## src/rtl/ufir_ref_comparator_if.sv

```systemverilog
// Sample bus between the UFIR bench and the reference comparator: reference stage
// outputs, the shared clock enable, and the RTL filter output with its valid strobe.
interface ufir_ref_comparator_if;
  logic               clk_enable;
  logic signed [15:0] ref_1;
  logic signed [15:0] ref_2;
  logic               dut_valid;
  logic signed [15:0] dut_1;
  logic signed [15:0] dut_2;

  modport master (
    output clk_enable, ref_1, ref_2, dut_valid, dut_1, dut_2
  );

  modport slave (
    input clk_enable, ref_1, ref_2, dut_valid, dut_1, dut_2
  );
endinterface

```

## src/rtl/ufir_ref_comparator.sv

```systemverilog
// Aligns reference-model samples with RTL filter outputs through a FIFO and compares
// both int16 channels against an absolute tolerance, keeping error statistics.
module ufir_ref_comparator #(
  parameter int unsigned OVERCLK = 5,
  parameter int unsigned DEPTH   = 16,
  parameter int unsigned TOL     = 0,
  parameter int unsigned SKIP    = 4,
  parameter int unsigned CNT_W   = 32
) (
  input  logic                  clk,
  input  logic                  reset,
  ufir_ref_comparator_if.slave  smp,
  output logic                  mismatch,
  output logic [CNT_W-1:0]      err_cnt_1,
  output logic [CNT_W-1:0]      err_cnt_2,
  output logic [CNT_W-1:0]      pair_cnt,
  output logic [CNT_W-1:0]      first_err,
  output logic                  overflow,
  output logic                  underflow,
  output logic                  done_ok
);

  localparam int unsigned      PH_W    = $clog2(OVERCLK + 1);
  localparam int unsigned      AW      = $clog2(DEPTH);
  localparam logic [CNT_W-1:0] CNT_MAX = '1;
  localparam logic [CNT_W-1:0] SKIP_V  = CNT_W'(SKIP);
  localparam logic [16:0]      TOL_V   = 17'(TOL);

  typedef enum logic [1:0] {WARMUP, CHECK, FAULT} state_t;

  function automatic logic [CNT_W-1:0] sat_inc(input logic [CNT_W-1:0] v);
    return (v == CNT_MAX) ? v : v + 1'b1;
  endfunction

  // |a - b| over the full int16 range needs 17 bits (up to 65535).
  function automatic logic [16:0] abs_diff(input logic [15:0] a, input logic [15:0] b);
    logic [16:0] d;
    d = {a[15], a} - {b[15], b};
    return d[16] ? (~d + 17'd1) : d;
  endfunction

  // ---------------------------------------------------------------------------
  // Reference cadence: the reference stage updates on the first enabled cycle of
  // each OVERCLK group; its outputs are stable one cycle later, when we capture.
  // ---------------------------------------------------------------------------
  logic [PH_W-1:0] phase;
  logic            upd;
  logic            upd_d;

  assign upd = smp.clk_enable & (phase == PH_W'(1));

  // NOTE: sequential state is always assigned with <= so every flop samples pre-edge values.
  always_ff @(posedge clk or negedge reset) begin
    if (!reset) begin
      phase <= PH_W'(1);
      upd_d <= 1'b0;
    end else begin
      upd_d <= upd;
      if (smp.clk_enable) begin
        phase <= (phase == PH_W'(OVERCLK)) ? PH_W'(1) : phase + 1'b1;
      end
    end
  end

  // ---------------------------------------------------------------------------
  // Alignment FIFO (extra pointer bit distinguishes full from empty)
  // ---------------------------------------------------------------------------
  logic [31:0] mem [DEPTH];
  logic [AW:0] wr_ptr;
  logic [AW:0] rd_ptr;
  logic        empty;
  logic        full;
  logic        do_push;
  logic        do_pop;
  logic        ovf_set;
  logic        unf_set;

  assign empty   = (wr_ptr == rd_ptr);
  assign full    = (wr_ptr[AW] != rd_ptr[AW]) && (wr_ptr[AW-1:0] == rd_ptr[AW-1:0]);
  assign do_pop  = smp.dut_valid & ~empty;
  assign do_push = upd_d & (~full | do_pop);
  assign ovf_set = upd_d & full & ~do_pop;
  assign unf_set = smp.dut_valid & empty;

  // NOTE: the storage array is deliberately not reset; only the pointers say which entries are valid.
  always_ff @(posedge clk) begin
    if (do_push) begin
      mem[wr_ptr[AW-1:0]] <= {smp.ref_1, smp.ref_2};
    end
  end

  always_ff @(posedge clk or negedge reset) begin
    if (!reset) begin
      wr_ptr <= '0;
      rd_ptr <= '0;
    end else begin
      if (do_push) wr_ptr <= wr_ptr + 1'b1;
      if (do_pop)  rd_ptr <= rd_ptr + 1'b1;
    end
  end

  // ---------------------------------------------------------------------------
  // Compare datapath: evaluated in the pop cycle, results registered below
  // ---------------------------------------------------------------------------
  logic [15:0] head_1;
  logic [15:0] head_2;
  logic        fail_1;
  logic        fail_2;

  assign {head_1, head_2} = mem[rd_ptr[AW-1:0]];
  assign fail_1 = abs_diff(head_1, smp.dut_1) > TOL_V;
  assign fail_2 = abs_diff(head_2, smp.dut_2) > TOL_V;

  // ---------------------------------------------------------------------------
  // Check FSM with saturating statistics
  // ---------------------------------------------------------------------------
  state_t state;
  logic   err_seen;

  always_ff @(posedge clk or negedge reset) begin
    if (!reset) begin
      state     <= WARMUP;
      mismatch  <= 1'b0;
      err_cnt_1 <= '0;
      err_cnt_2 <= '0;
      pair_cnt  <= '0;
      first_err <= '1;
      err_seen  <= 1'b0;
      overflow  <= 1'b0;
      underflow <= 1'b0;
    end else begin
      mismatch <= 1'b0;
      if (ovf_set) overflow  <= 1'b1;
      if (unf_set) underflow <= 1'b1;

      unique case (state)
        WARMUP: begin
          if (do_pop) pair_cnt <= sat_inc(pair_cnt);
          if (ovf_set || unf_set) begin
            state <= FAULT;
          end else if ((SKIP == 0) || (do_pop && (sat_inc(pair_cnt) == SKIP_V))) begin
            state <= CHECK;
          end
        end
        CHECK: begin
          if (ovf_set || unf_set) state <= FAULT;
          if (do_pop) begin
            pair_cnt <= sat_inc(pair_cnt);
            mismatch <= fail_1 | fail_2;
            if (fail_1) err_cnt_1 <= sat_inc(err_cnt_1);
            if (fail_2) err_cnt_2 <= sat_inc(err_cnt_2);
            if ((fail_1 || fail_2) && !err_seen) begin
              first_err <= pair_cnt;
              err_seen  <= 1'b1;
            end
          end
        end
        FAULT: begin
          // Pops still drain the FIFO; statistics stay frozen until reset.
        end
        default: state <= FAULT;
      endcase
    end
  end

  assign done_ok = (state == CHECK) && (err_cnt_1 == '0) && (err_cnt_2 == '0);

endmodule

```

## src/flat_wrapper.sv

```systemverilog
// flat-port wrapper written by rule: the top's interface ports become plain ports
module ufir_ref_comparator_flat 
#(
  parameter int unsigned OVERCLK = 5,
  parameter int unsigned DEPTH   = 16,
  parameter int unsigned TOL     = 0,
  parameter int unsigned SKIP    = 4,
  parameter int unsigned CNT_W   = 32
)
  (clk, reset, mismatch, err_cnt_1, err_cnt_2, pair_cnt, first_err, overflow, underflow, done_ok, smp_clk_enable, smp_ref_1, smp_ref_2, smp_dut_valid, smp_dut_1, smp_dut_2);
  ufir_ref_comparator_if smp_i ();
  input  logic clk;
  input  logic reset;
  output logic mismatch;
  output logic [CNT_W-1:0] err_cnt_1;
  output logic [CNT_W-1:0] err_cnt_2;
  output logic [CNT_W-1:0] pair_cnt;
  output logic [CNT_W-1:0] first_err;
  output logic overflow;
  output logic underflow;
  output logic done_ok;
  input wire logic [$bits(smp_i.clk_enable)-1:0] smp_clk_enable;
  input wire logic [$bits(smp_i.ref_1)-1:0] smp_ref_1;
  input wire logic [$bits(smp_i.ref_2)-1:0] smp_ref_2;
  input wire logic [$bits(smp_i.dut_valid)-1:0] smp_dut_valid;
  input wire logic [$bits(smp_i.dut_1)-1:0] smp_dut_1;
  input wire logic [$bits(smp_i.dut_2)-1:0] smp_dut_2;
  assign smp_i.clk_enable = smp_clk_enable;
  assign smp_i.ref_1 = smp_ref_1;
  assign smp_i.ref_2 = smp_ref_2;
  assign smp_i.dut_valid = smp_dut_valid;
  assign smp_i.dut_1 = smp_dut_1;
  assign smp_i.dut_2 = smp_dut_2;
  ufir_ref_comparator #(.OVERCLK(OVERCLK), .DEPTH(DEPTH), .TOL(TOL), .SKIP(SKIP), .CNT_W(CNT_W)) u_core (.clk(clk), .reset(reset), .smp(smp_i), .mismatch(mismatch), .err_cnt_1(err_cnt_1), .err_cnt_2(err_cnt_2), .pair_cnt(pair_cnt), .first_err(first_err), .overflow(overflow), .underflow(underflow), .done_ok(done_ok));
endmodule
```

## config.mk

```make
export PLATFORM = sky130hd
export DESIGN_NAME = ufir_ref_comparator_flat
export DESIGN_NICKNAME = d
export VERILOG_FILES = /design/src/rtl/ufir_ref_comparator_if.sv /design/src/rtl/ufir_ref_comparator.sv /design/src/flat_wrapper.sv
export SDC_FILE = /design/constraint.sdc
export NUM_CORES = 1
export LEC_CHECK = 0
export CORE_ASPECT_RATIO = 1.75
export CORE_UTILIZATION = 55
export CTS_CLUSTER_DIAMETER = 50
export DETAILED_ROUTE_END_ITERATION = 10
export GPL_TIMING_DRIVEN = 0
export PLACE_DENSITY = 0.86
export RECOVER_POWER = 100
export SETUP_SLACK_MARGIN = 0.2
export SYNTH_ARGS = -nofsm -noshare
export SYNTH_HDL_FRONTEND = slang
export SYNTH_SLANG_ARGS = --single-unit
```

## constraint.sdc

```tcl
create_clock -name clk -period 8.1 [get_ports clk]
set_clock_uncertainty 0.1 [all_clocks]
set_input_delay 1.62 -clock clk [delete_from_list [all_inputs] [get_ports clk]]
set_output_delay 1.62 -clock clk [all_outputs]
set_load 0.01 [all_outputs]
```

==> results.cfg <==
[status]
status = complete, but fails checks
violations = capacitance limit, slew limit

[power]
switching_share = 0.375
pwr-share-seq = 0.332
switching_power_mw = 4.49
power_frac_comb = 0.441
power_density_nw_per_um2 = 349
ir_worst_vdd_mv = 0.209
p_int_mw = 7.48
p_leak_nw = 12.4
pwr-share-clk = 0.227

[critical_path]
path_buf_inv = 4
start_kind = register
cp.required_ns = 8.48
critPathSlowestCell = clkbuf_1
path_cells = clkbuf_1 > clkbuf_1 > clkbuf_1 > mux4_2 > mux4_2 > fa_1 > a211oi_1 > or3_1 > a211oi_1 > or4_1 > a32oi_1 > nor4b_1 > or3_1 > o211ai_1 > nor4_4 > clkbuf_1 > nor3b_1 > xor2_1
path_max_fanout = 10
cp_common_cell = clkbuf_1
max_stage_delay_ns = 0.88
endpoint_kind = register
crit_family = buffers and inverters
worstPathArrival_ns = 7.99
critical_path_class = reg2reg

[synth]
synth_top_area_frac = 0.518
syn_avg_cell_area_sq_um = 15.9
yosysUniqueCellTypes = 90
synth_cells = 1868
synth.cell_area_sq_um = 29700
synth_most_common_cell = edfxtp_1
synth-edff-count = 512
yosysWarnings = 0
synth_commonest_cells = edfxtp_1, mux4_2, dfrtp_1
async_reset_ff_frac = 0.224
synth_largest_area_cell = edfxtp_1
synth-seq-cells = 660
synth_ff_type = edfxtp_1
synthTopCellsByArea = edfxtp_1, mux4_2, dfrtp_1, dfstp_2, xor2_1
synth_nets = 1982
yosysSeqAreaShare = 0.645

[timing]
final_max_slew_viol_count = 520
clock.fmax_ghz = 0.131
setup_viol = 0
rsz0062_at_grt = false
period_share = 0.940
setup-tns-final_ns = 0
period_needed_ns = 7.61
hold_viol = 0
worst_pin_slew_ns = 2.93
slew_headroom = -0.954

[final_layout]
fill_cells = 3574
multi_input_area_sq_um = 9790
drive_gt1_frac = 0.151
syn_to_final_growth_pct = 15.7
utilization = 0.644
fin_nets = 2256
final_area_sq_um = 34300
seq_area_sq_um = 19100

[job]
maxCapViolations = 18

[place]
place_congestion = 0.870
port_buffers = 199
dpl_cell_area_sq_um = 32900
dp_hpwl_um = 49500

[clock_network]
numCtsBuffers = 56
clock_latency_ns = 0.64
path_clk_slew_ns = 0.07
cts_tree = built
hold_buffers = 0
clock-sinks = 660
clock_path_buffers = 3
root_buffer = clkbuf_16
post_cts_buffers = 0
h-tree-depth = 2

[global_routing]
grt-ovfl-total = 0
grt_start_max_net_pins = 95
grt_use_met1 = 0.323
top_usage_layer = met2
met2_usage = 0.519
grt_util_all_layers = 0.288
grt_first_pass_wirelength_um = 116000
grt_pass1_vias = 18900
antenna_found_initial = 7
gr-usage-met3 = 0.0420

[detailed_routing]
drt_pass1_iterations = 8
drt_iter0_drc = 1831
ant_nets = 0
wl_per_cell_um = 27.0
wl_um = 77600
route.vias.total = 18700
vias_per_cell = 6.50
drc = 0

[die]
start_util = 0.557
die_y_um = 309
die_area_sq_um = 54900
rows = 112
io_pins = 200
dieWidth_um = 178
design.core.area_sq_um = 53300

[worst_hold_path]
hold_path.class = reg2reg
-- final cells by class --
type                       instances  area share
antenna                            2    0.000146
sequential                       660       0.557
tap                              684      0.0249
clock buffer                      69      0.0423
buffer                            87      0.0115
clock inverter                    33      0.0117
inverter                          64     0.00700
timing repair buffer             216      0.0598
multi-input combinational       1057       0.285
-- sequential cells by signal, indices dropped and copies added (netlist names) --
signal,flops
u_core.mem,512
u_core.err_cnt_1,32
u_core.err_cnt_2,32
u_core.first_err,32
u_core.pair_cnt,32
u_core.rd_ptr,5
u_core.wr_ptr,5
u_core.phase,3
u_core.state,2
u_core.err_seen,1
u_core.mismatch,1
u_core.overflow,1
u_core.underflow,1
u_core.upd_d,1
-- power by group through the flow --
stage	Clock, mW	Sequential (mW)	Combinational, mW
2_1_floorplan	0	4.01	3.77
3_3_place_gp	0	4.01	4.96
3_5_place_dp	0	4.02	5.19
4_1_cts	2.75	3.96	5.27
5_1_grt	2.87	3.98	5.68
6_report	2.72	3.97	5.28
-- worst paths after layout --
kind                                  start  slack (ns)  cells after the start                    to
setup / recovery           u_core.rd_ptr[0]        0.49                     18  u_core.err_cnt_1[25]
hold / removal             u_core.underflow        0.40                      1      u_core.underflow
setup reg to reg           u_core.rd_ptr[0]        0.49                     18  u_core.err_cnt_1[25]
hold reg to reg            u_core.underflow        0.40                      1      u_core.underflow
max in group asynchronous             reset        2.56                      2  u_core.err_cnt_1[12]
min in group asynchronous             reset        1.87                      1      u_core.wr_ptr[4]
-- metal layers --
layer / vias to the layer above / part of all wire / routed length, um
met1: 9337 / 0.33 / 25800
li1: 7847 / - / -
met5: - / 0.00044 / 34
met4: 6 / 0.065 / 5050
met2: 1164 / 0.53 / 41200
met3: 310 / 0.071 / 5500
-- metrics by stage --
step	worst slack, ns	power [mW]	cells	hold WS [ns]
finish	0.488	12.0	2872	0.396
global route	0.160	12.5	2872	0.414
CTS	0.399	12.0	2870	0.395
detailed placement	0.447	9.21	2768	0.377
global placement	-0.350	8.97	2751	0.358
floorplan	2.17	7.78	1868	0.365
-- cell families after synthesis --
| logic type | share of synthesized area |
|---|---|
| buf+inv | 0.0213 |
| fa+ha+maj | 0.0199 |
| flops | 0.645 |
| xor+xnor | 0.0419 |
| compound gates | 0.0479 |
| simple gates | 0.0845 |
| mux | 0.140 |
-- repair_timing --
item	CTS	global route
setup endpoints to repair	0	54
resized for setup	0	18
endpoints found under the hold margin	0	0
-- placed cells by master (no fill, tap or decap), drive strengths merged, types with 8 or more instances in the layout --
cell type / synthesis / layout
and3: 11 / 11
dfstp: 33 / 33
mux2: 35 / 35
nor3b: 10 / 10
a21oi: 37 / 37
nand4: 42 / 42
or3: 11 / 11
dlygate4sd3: 0 / 166
and4: 11 / 11
a31oi: 9 / 9
nand2: 87 / 87
clkinv: 0 / 23
ha: 44 / 44
a21o: 11 / 11
o211ai: 16 / 16
nor4: 25 / 25
o21a: 16 / 16
clkdlybuf4s50: 0 / 32
nand2b: 8 / 8
o21ai: 32 / 32
a211oi: 12 / 12
edfxtp: 512 / 512
nor3: 52 / 52
and2: 31 / 31
xnor2: 61 / 61
dfrtp: 115 / 115
nand3: 60 / 60
or2: 8 / 8
nor2: 90 / 90
buf: 39 / 26
mux4: 160 / 160
nor2b: 9 / 9
inv: 64 / 66
clkbuf: 48 / 148
xor2: 81 / 81
Power figures use the tool's default switching activity.
